[src/rtl/store_drain_queue_pkg.sv]
// Shared types for the store drain path: word width, default queue depth
// and the layout of one queued committed store.
package Purple_Jade_pkg;

  localparam int WORD_SIZE_P = 16;
  localparam int WQ_ENTRY_P  = 4;

  typedef struct packed {
    logic [WORD_SIZE_P-1:0] address;
    logic [WORD_SIZE_P-1:0] data;
  } wq_entry_t;

endpackage

[src/rtl/store_drain_queue_if.sv]
// Bundles the store-buffer, load and data-memory handshakes of the drain queue.
// slave is the queue's own view; master is the surrounding core/memory view.
interface store_drain_queue_if;
  import Purple_Jade_pkg::*;

  logic                   sb_mem_v_i;
  logic [WORD_SIZE_P-1:0] sb_mem_addr_i;
  logic [WORD_SIZE_P-1:0] sb_mem_data_i;
  logic                   wq_ready_o;
  logic                   rob_mispredict_i;
  logic                   exe_ld_v_i;
  logic [WORD_SIZE_P-1:0] exe_ld_addr_i;
  logic                   ld_ready_o;
  logic                   ld_resp_v_o;
  logic [WORD_SIZE_P-1:0] ld_resp_data_o;
  logic                   mem_v_o;
  logic                   mem_we_o;
  logic [WORD_SIZE_P-1:0] mem_addr_o;
  logic [WORD_SIZE_P-1:0] mem_wdata_o;
  logic                   mem_ready_i;
  logic [WORD_SIZE_P-1:0] mem_rdata_i;

  modport slave (
    input  sb_mem_v_i, sb_mem_addr_i, sb_mem_data_i, rob_mispredict_i,
    input  exe_ld_v_i, exe_ld_addr_i, mem_ready_i, mem_rdata_i,
    output wq_ready_o, ld_ready_o, ld_resp_v_o, ld_resp_data_o,
    output mem_v_o, mem_we_o, mem_addr_o, mem_wdata_o
  );

  modport master (
    output sb_mem_v_i, sb_mem_addr_i, sb_mem_data_i, rob_mispredict_i,
    output exe_ld_v_i, exe_ld_addr_i, mem_ready_i, mem_rdata_i,
    input  wq_ready_o, ld_ready_o, ld_resp_v_o, ld_resp_data_o,
    input  mem_v_o, mem_we_o, mem_addr_o, mem_wdata_o
  );

endinterface

[src/rtl/store_drain_queue_fwd_match.sv]
// Youngest-match search over a circular queue. The per-entry match vector is
// rotated so slot 0 is the head (oldest); the highest live slot that matches
// is the youngest store, and adding head back un-rotates it to a queue index.
module wq_fwd_match
  import Purple_Jade_pkg::*;
#(
  parameter int N = 4
) (
  input  logic [$clog2(N)-1:0]   head,
  input  logic [$clog2(N):0]     count,
  input  logic [WORD_SIZE_P-1:0] entry_addr [N],
  input  logic [WORD_SIZE_P-1:0] ld_addr,
  output logic                   hit,
  output logic [$clog2(N)-1:0]   idx
);
  localparam int PW = $clog2(N);
  localparam int CW = PW + 1;

  logic [N-1:0]  rot_match;
  logic [PW-1:0] rot_idx;

  // Match vector in age order: slot k is the k-th oldest live entry
  always_comb begin
    for (int k = 0; k < N; k++) begin
      rot_match[k] = (CW'(k) < count) &&
                     (entry_addr[head + PW'(k)] == ld_addr);
    end
  end

  // Priority pick: a later (younger) slot overrides an earlier one
  always_comb begin
    hit     = 1'b0;
    rot_idx = '0;
    for (int k = 0; k < N; k++) begin
      if (rot_match[k]) begin
        hit     = 1'b1;
        rot_idx = PW'(k);
      end
    end
  end

  assign idx = head + rot_idx;

endmodule

[src/rtl/store_drain_queue.sv]
// Committed-store drain queue: buffers stores from the store buffer, drains
// them FIFO into a single-port data memory shared with execute-stage loads,
// and forwards load data straight from queued stores when addresses match.
module store_drain_queue
  import Purple_Jade_pkg::*;
#(
  parameter int WQ_ENTRY = WQ_ENTRY_P
) (
  input  logic clk_i,
  input  logic reset_n_i,
  store_drain_queue_if.slave bus
);
  localparam int PW = $clog2(WQ_ENTRY);
  localparam int CW = PW + 1;
  localparam logic [CW-1:0] FULL_CNT = CW'(WQ_ENTRY);

  localparam logic [0:0] IDLE    = 1'b0;
  localparam logic [0:0] RD_WAIT = 1'b1;

  wq_entry_t              q_mem      [WQ_ENTRY];
  logic [WORD_SIZE_P-1:0] entry_addr [WQ_ENTRY];
  logic [PW-1:0]          head, tail, fwd_idx;
  logic [CW-1:0]          count;
  logic [0:0]             state;

  logic full, empty, push, pop;
  logic in_idle, ld_live, fwd_hit, fwd_acc, rd_sel, rd_acc, drain_sel;

  logic                   resp_vld_p1;
  logic [WORD_SIZE_P-1:0] resp_data_p1;

  assign full    = (count == FULL_CNT);
  assign empty   = (count == '0);
  assign push    = bus.sb_mem_v_i & ~full;
  // Combinational outputs are gated by reset so they drop the moment it asserts
  assign in_idle = reset_n_i & (state == IDLE);
  // A mispredict kills the load in the cycle it is presented
  assign ld_live = bus.exe_ld_v_i & ~bus.rob_mispredict_i;

  // Forward hits never touch memory, so the port stays free for a drain.
  // A full queue always drains first so the store buffer cannot deadlock.
  assign fwd_acc   = in_idle & ld_live & fwd_hit;
  assign rd_sel    = in_idle & ld_live & ~fwd_hit & ~full;
  assign drain_sel = in_idle & ~empty & ~rd_sel;
  assign rd_acc    = rd_sel & bus.mem_ready_i;
  assign pop       = drain_sel & bus.mem_ready_i;

  // Address view of the queue for the forwarding search
  always_comb begin
    for (int i = 0; i < WQ_ENTRY; i++) begin
      entry_addr[i] = q_mem[i].address;
    end
  end

  wq_fwd_match #(
    .N (WQ_ENTRY)
  ) u_fwd_match (
    .head       (head),
    .count      (count),
    .entry_addr (entry_addr),
    .ld_addr    (bus.exe_ld_addr_i),
    .hit        (fwd_hit),
    .idx        (fwd_idx)
  );

  // Queue storage: data only, validity is carried by head/count
  always_ff @(posedge clk_i) begin
    if (push) begin
      q_mem[tail] <= '{address: bus.sb_mem_addr_i, data: bus.sb_mem_data_i};
    end
  end

  // Queue pointers and occupancy; pointers wrap naturally at WQ_ENTRY
  always_ff @(posedge clk_i or negedge reset_n_i) begin
    if (!reset_n_i) begin
      head  <= '0;
      tail  <= '0;
      count <= '0;
    end else begin
      if (push) tail <= tail + 1'b1;
      if (pop)  head <= head + 1'b1;
      case ({push, pop})
        2'b10:   count <= count + 1'b1;
        2'b01:   count <= count - 1'b1;
        default: count <= count;
      endcase
    end
  end

  // Load FSM: RD_WAIT is the single cycle in which read data returns
  always_ff @(posedge clk_i or negedge reset_n_i) begin
    if (!reset_n_i) begin
      state <= IDLE;
    end else begin
      case (state)
        IDLE:    if (rd_acc) state <= RD_WAIT;
        default: state <= IDLE;
      endcase
    end
  end

  // ---- stage p1: load response register ----
  // Forwarded data or captured memory data, killed by a mispredict
  always_ff @(posedge clk_i or negedge reset_n_i) begin
    if (!reset_n_i) begin
      resp_vld_p1  <= 1'b0;
      resp_data_p1 <= '0;
    end else if (bus.rob_mispredict_i) begin
      resp_vld_p1  <= 1'b0;
    end else if (fwd_acc) begin
      resp_vld_p1  <= 1'b1;
      resp_data_p1 <= q_mem[fwd_idx].data;
    end else if (state == RD_WAIT) begin
      resp_vld_p1  <= 1'b1;
      resp_data_p1 <= bus.mem_rdata_i;
    end else begin
      resp_vld_p1  <= 1'b0;
    end
  end

  // Memory request mux: head entry for a drain, load address for a read
  always_comb begin
    bus.mem_addr_o  = '0;
    bus.mem_wdata_o = '0;
    if (drain_sel) begin
      bus.mem_addr_o  = q_mem[head].address;
      bus.mem_wdata_o = q_mem[head].data;
    end else if (rd_sel) begin
      bus.mem_addr_o  = bus.exe_ld_addr_i;
    end
  end

  assign bus.wq_ready_o     = ~full;
  assign bus.ld_ready_o     = fwd_acc | rd_acc;
  assign bus.mem_v_o        = drain_sel | rd_sel;
  assign bus.mem_we_o       = drain_sel;
  assign bus.ld_resp_v_o    = resp_vld_p1;
  assign bus.ld_resp_data_o = resp_data_p1;

  // The ROB gates stores with wq_ready_o; a push into a full queue is dropped
  a_no_push_when_full: assert property (
    @(posedge clk_i) disable iff (!reset_n_i) !(bus.sb_mem_v_i && full)
  );

endmodule

[src/flat_wrapper.sv]
// flat-port wrapper written by rule: the top's interface ports become plain ports
module store_drain_queue_flat import Purple_Jade_pkg::*;
#(
  parameter int WQ_ENTRY = WQ_ENTRY_P
)
  (clk_i, reset_n_i, bus_sb_mem_v_i, bus_sb_mem_addr_i, bus_sb_mem_data_i, bus_rob_mispredict_i, bus_exe_ld_v_i, bus_exe_ld_addr_i, bus_mem_ready_i, bus_mem_rdata_i, bus_wq_ready_o, bus_ld_ready_o, bus_ld_resp_v_o, bus_ld_resp_data_o, bus_mem_v_o, bus_mem_we_o, bus_mem_addr_o, bus_mem_wdata_o);
  store_drain_queue_if bus_i ();
  input  logic clk_i;
  input  logic reset_n_i;
  input wire logic [$bits(bus_i.sb_mem_v_i)-1:0] bus_sb_mem_v_i;
  input wire logic [$bits(bus_i.sb_mem_addr_i)-1:0] bus_sb_mem_addr_i;
  input wire logic [$bits(bus_i.sb_mem_data_i)-1:0] bus_sb_mem_data_i;
  input wire logic [$bits(bus_i.rob_mispredict_i)-1:0] bus_rob_mispredict_i;
  input wire logic [$bits(bus_i.exe_ld_v_i)-1:0] bus_exe_ld_v_i;
  input wire logic [$bits(bus_i.exe_ld_addr_i)-1:0] bus_exe_ld_addr_i;
  input wire logic [$bits(bus_i.mem_ready_i)-1:0] bus_mem_ready_i;
  input wire logic [$bits(bus_i.mem_rdata_i)-1:0] bus_mem_rdata_i;
  output wire logic [$bits(bus_i.wq_ready_o)-1:0] bus_wq_ready_o;
  output wire logic [$bits(bus_i.ld_ready_o)-1:0] bus_ld_ready_o;
  output wire logic [$bits(bus_i.ld_resp_v_o)-1:0] bus_ld_resp_v_o;
  output wire logic [$bits(bus_i.ld_resp_data_o)-1:0] bus_ld_resp_data_o;
  output wire logic [$bits(bus_i.mem_v_o)-1:0] bus_mem_v_o;
  output wire logic [$bits(bus_i.mem_we_o)-1:0] bus_mem_we_o;
  output wire logic [$bits(bus_i.mem_addr_o)-1:0] bus_mem_addr_o;
  output wire logic [$bits(bus_i.mem_wdata_o)-1:0] bus_mem_wdata_o;
  assign bus_i.sb_mem_v_i = bus_sb_mem_v_i;
  assign bus_i.sb_mem_addr_i = bus_sb_mem_addr_i;
  assign bus_i.sb_mem_data_i = bus_sb_mem_data_i;
  assign bus_i.rob_mispredict_i = bus_rob_mispredict_i;
  assign bus_i.exe_ld_v_i = bus_exe_ld_v_i;
  assign bus_i.exe_ld_addr_i = bus_exe_ld_addr_i;
  assign bus_i.mem_ready_i = bus_mem_ready_i;
  assign bus_i.mem_rdata_i = bus_mem_rdata_i;
  assign bus_wq_ready_o = bus_i.wq_ready_o;
  assign bus_ld_ready_o = bus_i.ld_ready_o;
  assign bus_ld_resp_v_o = bus_i.ld_resp_v_o;
  assign bus_ld_resp_data_o = bus_i.ld_resp_data_o;
  assign bus_mem_v_o = bus_i.mem_v_o;
  assign bus_mem_we_o = bus_i.mem_we_o;
  assign bus_mem_addr_o = bus_i.mem_addr_o;
  assign bus_mem_wdata_o = bus_i.mem_wdata_o;
  store_drain_queue #(.WQ_ENTRY(WQ_ENTRY)) u_core (.clk_i(clk_i), .reset_n_i(reset_n_i), .bus(bus_i));
endmodule
[config.mk]
export PLATFORM = sky130hd
export DESIGN_NAME = store_drain_queue_flat
export DESIGN_NICKNAME = d
export VERILOG_FILES = /design/src/rtl/store_drain_queue_pkg.sv /design/src/rtl/store_drain_queue_if.sv /design/src/rtl/store_drain_queue_fwd_match.sv /design/src/rtl/store_drain_queue.sv /design/src/flat_wrapper.sv
export SDC_FILE = /design/constraint.sdc
export NUM_CORES = 1
export LEC_CHECK = 0
export CAP_MARGIN = 20
export CORE_ASPECT_RATIO = 1.1
export CORE_MARGIN = 1
export CORE_UTILIZATION = 60
export CTS_CLUSTER_SIZE = 24
export DETAILED_ROUTE_END_ITERATION = 8
export PLACE_DENSITY = 0.86
export SLEW_MARGIN = 0
export SYNTH_ARGS = -nofsm -noshare
export SYNTH_HDL_FRONTEND = slang
export SYNTH_SLANG_ARGS = --single-unit
[constraint.sdc]
create_clock -name clk_i -period 8.3 [get_ports clk_i]
set_clock_uncertainty 0.05 [all_clocks]
set_input_delay 1.245 -clock clk_i [delete_from_list [all_inputs] [get_ports clk_i]]
set_output_delay 1.245 -clock clk_i [all_outputs]
set_load 0.03 [all_outputs]
* After elaboration in Yosys (flattened, before gate mapping)
Memory sizes are Yosys's and may differ from the RTL's.
Cells that the tools add are included.
** Cells by class
- Bitwise logic cells :: 23
- Mux-type cells :: 32
- Reduce and logical (&&, ||, !) cells :: 8
- Order comparisons :: 8
- Equality and inequality tests :: 7
- Shift-type cells :: 0
- Multipliers :: 0
- $add $sub $neg :: 7
- Divide/modulo/power cells :: 0
** Operators by type and width (count)
- 16-bit 2-to-1 mux :: 13
- 16-bit binary-select mux with 2-bit select :: 4
- 16-bit == test :: 4
- 3-bit >= comparator, second input constant :: 4
- 1-bit 2-to-1 mux :: 12
- 2-bit inverter with 3-bit output :: 4
- 1-bit AND :: 11
- 1-bit by 3-bit < comparator with 1-bit output, first input constant :: 2
- 2-bit by 3-bit < comparator with 1-bit output, first input constant :: 2
- 1-bit inverter :: 6
- 3-bit one-hot mux with 2 select lines :: 1
- 2-bit by 1-bit adder with 2-bit output, second input constant :: 2
- 2-bit adder, second input constant :: 2
- 1-bit logical AND :: 4
- 2-bit 2-to-1 mux :: 2
- 2-bit nonzero test :: 2
- 3-bit by 1-bit adder with 3-bit output, second input constant :: 1
- 3-bit == test, second input constant :: 1
- 3-bit zero test :: 1
- 3-bit by 1-bit subtractor with 3-bit output, second input constant :: 1
- 2-bit adder :: 1
- 2-bit by 1-bit == test with 1-bit output, second input constant :: 1
- 2-bit == test, second input constant :: 1
- 1-bit OR :: 2
- 2-bit AND reduction :: 1
** Word-level totals
- Bits in latches :: 0
- Output and inout bits :: 53
- Flip-flop bits (word level) :: 25
- Memory bits (read-only) :: 0
- Bits in writable memories :: 128
- Input bits :: 70
- Memories kept :: 1
** Memory list
- u_core.q_mem :: words 4, bits a word 32, read ports 6, clocked after Yosys merged registers in 0, wr ports 1, RTL line store_drain_queue.sv:20 : wq_entry_t q_mem [WQ_ENTRY];

* Logic depth before layout (Yosys ltp)
Gate-level depths: netlist of the first run.
- Depth in word-level cells :: 18
- Gate-level depth with buffers :: 18
- Gate-level depth less buffers :: 14

* Cells and area by module
A second synthesis of the first run with hierarchy kept.
** Unflattened totals
- Cell total of the unflattened synthesis :: 627
- Area, all modules :: 9527.9 sq um
** By module, submodules not included
- store_drain_queue :: cells an instance 393, times used 1, area each 6867.8 sq um
- wq_fwd_match :: cells an instance 234, times used 1, area each 2660.1 sq um

* Worst setup path after synthesis of the first run
OpenSTA, ideal clock, no wires.
- Path kind :: input-to-output
- Start point :: input port bus_exe_ld_addr_i[8]
- End point :: output port bus_mem_addr_o[13]
- Slack :: 3.396 ns
- Stages on the path :: 9
- Data arrival time :: 3.609 ns
- Required time :: 7.005 ns
- Buffers on the path :: 2
- Path through :: clkbuf_1 > xnor2_1 > mux2_2 > nor4_1 > o2111ai_2 > nand4_1 > nor2_1 > clkbuf_1 > o31ai_1
** Between the ends
- Longest elaborated chain between the ends :: 12
- Elaborated cells between the ends (all ways) :: 19
** RTL lines
- from (decl) :: RTL line flat_wrapper.sv:15 : input wire logic [$bits(bus_i.exe_ld_addr_i)-1:0] bus_exe_ld_addr_i;
- 16-bit == test :: RTL line store_drain_queue_fwd_match.sv:26 : (entry_addr[head + PW'(k)] == ld_addr);
- 1-bit logical AND :: RTL line store_drain_queue_fwd_match.sv:25 : rot_match[k] = (CW'(k) < count) &&
- 1-bit 2-to-1 mux (3 in series) :: RTL line store_drain_queue_fwd_match.sv:35 : if (rot_match[k]) begin
- 1-bit 2-to-1 mux * :: RTL line store_drain_queue_fwd_match.sv:35
- 1-bit inverter * :: RTL line store_drain_queue.sv:43 : assign rd_sel = in_idle & ld_live & ~fwd_hit & ~full;
- 1-bit AND * (2 in series) :: RTL line store_drain_queue.sv:43
- 1-bit inverter :: RTL line store_drain_queue.sv:44 : assign drain_sel = in_idle & ~empty & ~rd_sel;
- 1-bit AND :: RTL line store_drain_queue.sv:44
- 16-bit 2-to-1 mux * :: RTL line store_drain_queue.sv:125 : if (drain_sel) begin
- to (decl) :: RTL line flat_wrapper.sv:24 : output wire logic [$bits(bus_i.mem_addr_o)-1:0] bus_mem_addr_o;
Mark *: on every way between the ends. The rest lies on a longest branch, timed or not.

* Worst setup path in the final report of the first run
- Start point :: register u_core.head[0]
- End point :: output port bus_mem_wdata_o[2]
** Between the ends
- Longest elaborated chain between the ends :: 16
- Elaborated cells between the ends (all ways) :: 38
** RTL lines
- from (decl) :: RTL line store_drain_queue.sv:22 : logic [PW-1:0] head, tail, fwd_idx;
- from (signal assigned) :: RTL line store_drain_queue.sv:81 : if (pop) head <= head + 1'b1;
- 2-bit by 1-bit adder with 2-bit output / 2-bit inverter with 3-bit output (equally long branches) :: RTL line store_drain_queue_fwd_match.sv:26
- 2-bit inverter with 3-bit output (not written as such) / 16-bit binary-select mux with 2-bit select (equally long branches) :: RTL line store_drain_queue_fwd_match.sv:26
- 16-bit binary-select mux with 2-bit select / 16-bit 2-to-1 mux (equally long branches) :: RTL line store_drain_queue_fwd_match.sv:26
- 16-bit 2-to-1 mux (not written as such) :: RTL line store_drain_queue_fwd_match.sv:26
- 16-bit 2-to-1 mux (not written as such) / 16-bit == test (equally long branches) :: RTL line store_drain_queue_fwd_match.sv:26
- 16-bit == test / 1-bit logical AND (equally long branches) :: RTL line store_drain_queue_fwd_match.sv:26, store_drain_queue_fwd_match.sv:25
- 1-bit logical AND / 1-bit 2-to-1 mux (equally long branches) :: RTL line store_drain_queue_fwd_match.sv:25, store_drain_queue_fwd_match.sv:35
- 1-bit 2-to-1 mux (3 in series) :: RTL line store_drain_queue_fwd_match.sv:35
- 1-bit inverter :: RTL line store_drain_queue.sv:43
- 1-bit AND (2 in series) :: RTL line store_drain_queue.sv:43
- 1-bit inverter :: RTL line store_drain_queue.sv:44
- 1-bit AND :: RTL line store_drain_queue.sv:44
- 16-bit 2-to-1 mux * :: RTL line store_drain_queue.sv:125
- to (decl) :: RTL line flat_wrapper.sv:25 : output wire logic [$bits(bus_i.mem_wdata_o)-1:0] bus_mem_wdata_o;
Mark *: on every way between the ends. The rest lies on a longest branch, timed or not. The select of a mux whose other input is x is not followed.

==> results of run 1 <==
[layer usage]
| layer | part of all wire | vias up | GRT usage |
|---|---|---|---|
| met5 | 0 | - | 0 |
| met4 | 0.022 | 0 | 0.1318 |
| met3 | 0.074 | 43 | 0.06207 |
| met2 | 0.52 | 353 | 0.5335 |
| met1 | 0.39 | 3187 | 0.3885 |
| li1 | - | 2768 | - |
[state kept, by name, summed over array words and instances, names as in the netlist]
signal	flops
u_core.head	2
u_core.q_mem	128
u_core.bus.ld_resp_v_o	1
u_core.bus.ld_resp_data_o	16
u_core.tail	2
u_core.count	3
u_core.state	1
[critical path, delay by kind of cell, from the launching register on]
| kind | cells | cell delay [ns] |
|---|---|---|
| compound gates | 1 | 0.25 |
| xor+xnor | 1 | 0.25 |
| simple gates | 6 | 1.40 |
| mux | 1 | 0.58 |
| buf+inv | 2 | 1.28 |
| flops | 1 | 1.04 |
[worst min-delay path by stage]
stage / end / slack (ns) / cells past startpoint
final: u_core.bus.ld_resp_data_o[2]$_DFFE_PN0P_ / 0.48 / 2
after global routing: u_core.bus.ld_resp_data_o[2]$_DFFE_PN0P_ / 0.51 / 2
after CTS: u_core.bus.ld_resp_data_o[2]$_DFFE_PN0P_ / 0.47 / 2
after detailed placement: u_core.bus.ld_resp_data_o[15]$_DFFE_PN0P_ / 0.46 / 2
after global placement: u_core.bus.ld_resp_data_o[2]$_DFFE_PN0P_ / 0.45 / 2
after floorplan: u_core.count[1]$_DFFE_PN0P_ / 0.46 / 2
[kinds of logic (layout without fill, tap and decap cells)]
kind of cell               Yosys count  count (layout)
AOI/OAI and AO/OA                   96              96
xor gates and xnor gates            74              74
adders and majority gates           10              10
buffers and inverters               73             188
DFF                                153             153
muxes                              131             131
and+or+nand+nor                    133             133
[cell usage in the layout, fill, tap and decap left out, types with 16 or more instances in the layout]
cell type and instances:
nor2_1 40, clkdlybuf4s50_1 122, o31ai_1 18, clkbuf_16 17
dfrtp_1 23, mux2_2 17, nor2b_1 19, xnor2_1 56
xor2_1 17, mux2i_1 55, a22oi_1 16, inv_1 21
edfxtp_1 128, nand2_1 31, mux4_2 47, o22ai_1 18
[power by group through the flow]
stage	registers [W]	clock network, W	logic [W]
2_1_floorplan	0.00116	0	0.00147
5_1_grt	0.00131	0.000880	0.00203
3_3_place_gp	0.00127	0	0.00184
4_1_cts	0.00128	0.000850	0.00190
3_5_place_dp	0.00129	0	0.00187
6_report	0.00128	0.000847	0.00192
[layout make-up]
class,instances,share of cell area
timing repair buffer,135,0.1223
multi-input combinational,444,0.3811
inverter,21,0.007200
clock inverter,15,0.01966
tap,192,0.02194
sequential,153,0.4089
clock buffer,17,0.03886
[metrics by stage]
stage / cell area, µm² / util / setup slack, ns / total power, W
global route: 10950 / 0.7518 / 1.314 / 0.004218
CTS: 10920 / 0.7500 / 1.716 / 0.004029
finish: 10950 / 0.7518 / 1.701 / 0.004048
global placement: 10280 / 0.7060 / 2.141 / 0.003113
floorplan: 9002 / - / 3.396 / 0.002632
detailed placement: 10280 / 0.7060 / 2.115 / 0.003160
==> results.ini, run 1 <==
[hold_path]
hold_path.startpoint = u_core.bus.ld_resp_data_o[2]$_DFFE_PN0P_
hold_class = flop to flop

[timing]
finalCritPeriodShare = 0.7951
finalCriticalPeriod_ns = 6.599
fin_setup_tns_ns = 0
finalHoldWorstSlack_ns = 0.4797
setup_violations = 0
finalMaxSlewViolations = 0
tightest_slew_ns = 1.114
fmax_ghz = 0.1515
rsz0062_at_grt = no
hold_viol = 0
slew_headroom = 0.2429

[power]
power_frac_clock = 0.209
seqPwrFrac = 0.316
switching_share = 0.3921
p_int_w = 0.002461
p_leak_nw = 3.944
power_density_mw_per_mm2 = 369.8
pwr-share-comb = 0.474
power.switching_w = 0.001587
ir_drop_mv = 0.2480

[yosys]
synth-seq-cells = 153
ys.flop_type = edfxtp_1
synth_top_family_by_area = multiplexers
avgSynthCellArea_um2 = 13.44
synth_edf_count = 128
yosys.area_share.simple = 0.07338
synth.top_cell.area_share = 0.4270
yosys.area_share.adder = 0.01390
yosysUniqueCellTypes = 54
yosys.area.top_type = edfxtp_1
synth_xor_area_frac = 0.07283
synth.cell_area_mm2 = 0.009002
synth_mux_area_frac = 0.2189
syn_inst = 670
synth-compound-area-share = 0.08297
synth_most_common_cell = edfxtp_1
seq_area_frac_synth = 0.4965
synthArstFlopShare = 0.1634
yosysWarnings = 0
synth_area_leaders = edfxtp_1, mux4_2, dfrtp_1
synth_common_cells = edfxtp_1, mux2i_1, xnor2_1
syn_nets = 750

[grt]
gr-total-overflow = 0
grt_pass1_wl_um = 35420
grt_pass1_vias = 6416
grt_max_degree = 73
grtUsageTotal = 0.3105
antenna_found_initial = 0

[cts]
holdBufCountCts = 0
clock_path_buffers = 2
cts.htree.levels = 4
clkTransAtPathRegs_ns = 0.07
postCtsResizedCells = 0
numCtsBuffers = 17
clock_latency_ns = 0.44
postCtsSetupRepairBufs = 0
cts_tree = done
clock-root-buffer = clkbuf_16
clkSinkCount = 153

[worst_setup_path]
critPathMostFrequentCell = nand4_1
reg2reg_depth = 14
start_kind = flop
worstReg2RegStart = u_core.head[0]$_DFFE_PN0P_
cpMaxStageDelayCell = dfrtp_4
cp.arrival_ns = 5.30
setup.worst_path.end = bus_mem_wdata_o[2]
worst_path_largest_cell_delay_ns = 1.04
cp_max_fo = 60
ff2ff_setup_slack_ns = 2.75
crit_chain = buf_4 -> mux4_2 -> xnor2_1 -> nand4_1 -> a211oi_1 -> nand4_1 -> nand4_1 -> nor2_2 -> or2_1 -> nor2b_1 -> clkdlybuf4s50_1
critPathRequiredTime_ns = 7.01
crit_type = flop to output port
startpoint = u_core.head[0]$_DFFE_PN0P_
rr_endpoint = u_core.bus.ld_resp_data_o[8]$_DFFE_PN0P_
end_kind = output port

[routing]
wl_per_cell_um = 23.73
ant_nets = 0
routed_wl_um = 23190
via_per_inst = 6.501
drtPass1Iterations = 5
first_iter_violations = 494
drc_errors = 0
dr_total_vias = 6351

[placement]
hpwl_um = 15280
port_buffers = 122
dpl.cell_count = 944
place_congestion = 0.8742

[finish]
diodes = 0
syn_to_final_growth_pct = 21.61
fillers = 896
instances_no_fill = 977
multi_input_area_mm2 = 0.004173
drive_above_1_share = 0.1822
ff_latch_area_mm2 = 0.004477
nets = 852

[die]
die-area_mm2 = 0.01550
rows = 46
coreArea_mm2 = 0.01456
fp.dieH_um = 130.5
initial_core_util = 0.6182
io_pins = 123
die_x_um = 118.8

[run]
cap_violations = 0

[outcome]
status = complete, no violations

(Power assumes the default switching activity.)
==> run 2, diff against run 1 <==
--- a/config.mk
+++ b/config.mk
@@ -8,10 +8,10 @@
 export CAP_MARGIN = 20
 export CORE_ASPECT_RATIO = 1.1
 export CORE_MARGIN = 1
-export CORE_UTILIZATION = 60
+export CORE_UTILIZATION = 50
 export CTS_CLUSTER_SIZE = 24
 export DETAILED_ROUTE_END_ITERATION = 8
-export PLACE_DENSITY = 0.86
+export PLACE_DENSITY = 0.77
 export SLEW_MARGIN = 0
 export SYNTH_ARGS = -nofsm -noshare
 export SYNTH_HDL_FRONTEND = slang
==> constraint.sdc (replaced) <==
create_clock -name clk_i -period 5.6 [get_ports clk_i]
set_clock_uncertainty 0.05 [all_clocks]
set_input_delay 0.84 -clock clk_i [delete_from_list [all_inputs] [get_ports clk_i]]
set_output_delay 0.84 -clock clk_i [all_outputs]
set_load 0.03 [all_outputs]
==> results.ini, run 2 (synthesized netlist as in run 1, its figures left out) <==
[grt]
gr-total-overflow = 0  ; unchanged
antenna_found_initial = 1  ; was 0
grt_pass1_vias = 6594  ; was 6416
grtUsageTotal = 0.2779  ; was 0.3105
grt_pass1_wl_um = 37550  ; was 35420 µm
grt_max_degree = 49  ; was 73

[cts]
holdBufCountCts = 0  ; unchanged
cts_tree = done  ; unchanged
cts.htree.levels = 4  ; unchanged
clkTransAtPathRegs_ns = 0.07  ; about the same
clock-root-buffer = clkbuf_16  ; unchanged
clock_path_buffers = 2  ; unchanged
clkSinkCount = 153  ; unchanged
clock_latency_ns = 0.43  ; was 0.44 ns
numCtsBuffers = 17  ; unchanged

[die]
die_x_um = 129.9  ; was 118.8 µm
coreArea_mm2 = 0.01768  ; was 0.01456 mm²
initial_core_util = 0.5093  ; was 0.6182
io_pins = 123  ; unchanged
fp.dieH_um = 142.7  ; was 130.5 µm
rows = 51  ; was 46
die-area_mm2 = 0.01855  ; was 0.01550 mm²

[finish]
nets = 872  ; was 852
layout_common_cells = edfxtp_1, clkdlybuf4s50_1, xnor2_1  ; unchanged
drive_above_1_share = 0.2025  ; was 0.1822
final_common_cell = edfxtp_1  ; unchanged
postLayoutCoreUtil = 0.6305  ; was 0.7518
syn_to_final_growth_pct = 23.79  ; was 21.61%
diodes = 0  ; unchanged
top_register = u_core.q_mem  ; unchanged
largest_reg_flops = 128  ; unchanged

[routing]
drc_errors = 0  ; unchanged
ant_nets = 0  ; unchanged
wl_per_cell_um = 23.26  ; was 23.73 µm
routed_wl_um = 24260  ; was 23190 µm
via_per_inst = 6.114  ; was 6.501
drtPass1Iterations = 4  ; was 5
dr_total_vias = 6377  ; was 6351
first_iter_violations = 424  ; was 494

[timing]
finalCritPeriodShare = 0.9569
fmax_ghz = 0.1866
tightest_slew_ns = 0.8692  ; was 1.114 ns
slew_headroom = 0.4206  ; was 0.2429
fin_setup_tns_ns = 0  ; unchanged
rsz0062_at_grt = no  ; unchanged
setup_violations = 0  ; unchanged
finalCriticalPeriod_ns = 5.359
finalMaxSlewViolations = 0  ; unchanged
hold_viol = 0  ; unchanged

[placement]
place_congestion = 0.9339  ; was 0.8742
port_buffers = 122  ; unchanged
hpwl_um = 16500  ; was 15280 µm

[power]
power_density_mw_per_mm2 = 543.0  ; was 369.8 mW/mm²
p_leak_nw = 4.027  ; was 3.944 nW
total_power_w = 0.006052  ; was 0.004048 W
ir_drop_mv = 0.2810  ; was 0.2480 mV

[worst_setup_path]
crit_type = flop to output port  ; unchanged
end_kind = output port  ; unchanged
critPathRequiredTime_ns = 4.71  ; was 7.01 ns
start_kind = flop  ; unchanged
cp_max_fo = 48  ; was 60
ff2ff_setup_slack_ns = 1.29  ; was 2.75 ns
cp.arrival_ns = 4.47  ; was 5.30 ns

[outcome]
status = complete, no violations  ; unchanged

[hold_path]
hold_class = flop to flop  ; unchanged

[run]
cap_violations = 0  ; unchanged

run 2: metrics by stage:
step / cells / hold WS, ns / worst slack, ns / instance area (µm²)
floorplan: 670 / 0.4643 / 1.506 / 9002
global placement: 1003 / 0.4485 / 0.4743 / 10440
detailed placement: 1003 / 0.4550 / 0.3712 / 10440
CTS: 1037 / 0.4745 / 0.1307 / 11080
global route: 1043 / 0.5125 / 0.01923 / 11140
finish: 1043 / 0.4722 / 0.2412 / 11140
run 2: final cells by class:
class / count / area, µm²
clock inverters: 15 / 171.4
flip-flops and latches: 153 / 4477
multi-input cells: 444 / 4169
well taps: 238 / 297.8
fillers: 1300 / 6531
inverters: 21 / 78.83
clock buffers: 17 / 425.4
repair buffers: 155 / 1525
run 2: worst paths after layout:
check,endpoint,cells past startpoint,start
setup / recovery,bus_mem_wdata_o[10],11,u_core.head[1]$_DFFE_PN0P_
hold / removal,u_core.bus.ld_resp_data_o[1]$_DFFE_PN0P_,2,u_core.bus.ld_resp_data_o[1]$_DFFE_PN0P_
setup reg to reg,u_core.bus.ld_resp_data_o[7]$_DFFE_PN0P_,14,u_core.head[1]$_DFFE_PN0P_
hold reg to reg,u_core.bus.ld_resp_data_o[1]$_DFFE_PN0P_,2,u_core.bus.ld_resp_data_o[1]$_DFFE_PN0P_
max in group asynchronous,u_core.head[0]$_DFFE_PN0P_,2,reset_n_i
min in group asynchronous,u_core.bus.ld_resp_data_o[2]$_DFFE_PN0P_,2,reset_n_i
run 2: metal layers:
metal  part of all wire  global-route usage
met5            0.00054                   0
met4              0.024              0.1095
met3              0.067             0.06482
met2               0.51              0.4782
met1               0.40              0.3361
run 2: timing repair:
item / in CTS / in global routing
setup endpoints to repair: 7 / 17
setup buffers: 2 / 6
resized for setup: 0 / 4
run 2: critical path, cell delays in order (launching register included):
cell and delay [ns]:
dfrtp_4 0.61, buf_12 0.34, mux2i_2 0.40, xnor2_1 0.21, o2111ai_1 0.17, o32ai_1 0.24
nand4_1 0.25, nand4_1 0.28, nor2_2 0.11, or2_2 0.50, nor2b_1 0.21, clkdlybuf4s50_1 0.69
run 2: report_power, final:
group | internal (W) | switching (W)
clock network | 0.000638 | 0.000524
registers | 0.00152 | 0.000199
logic | 0.00146 | 0.00171
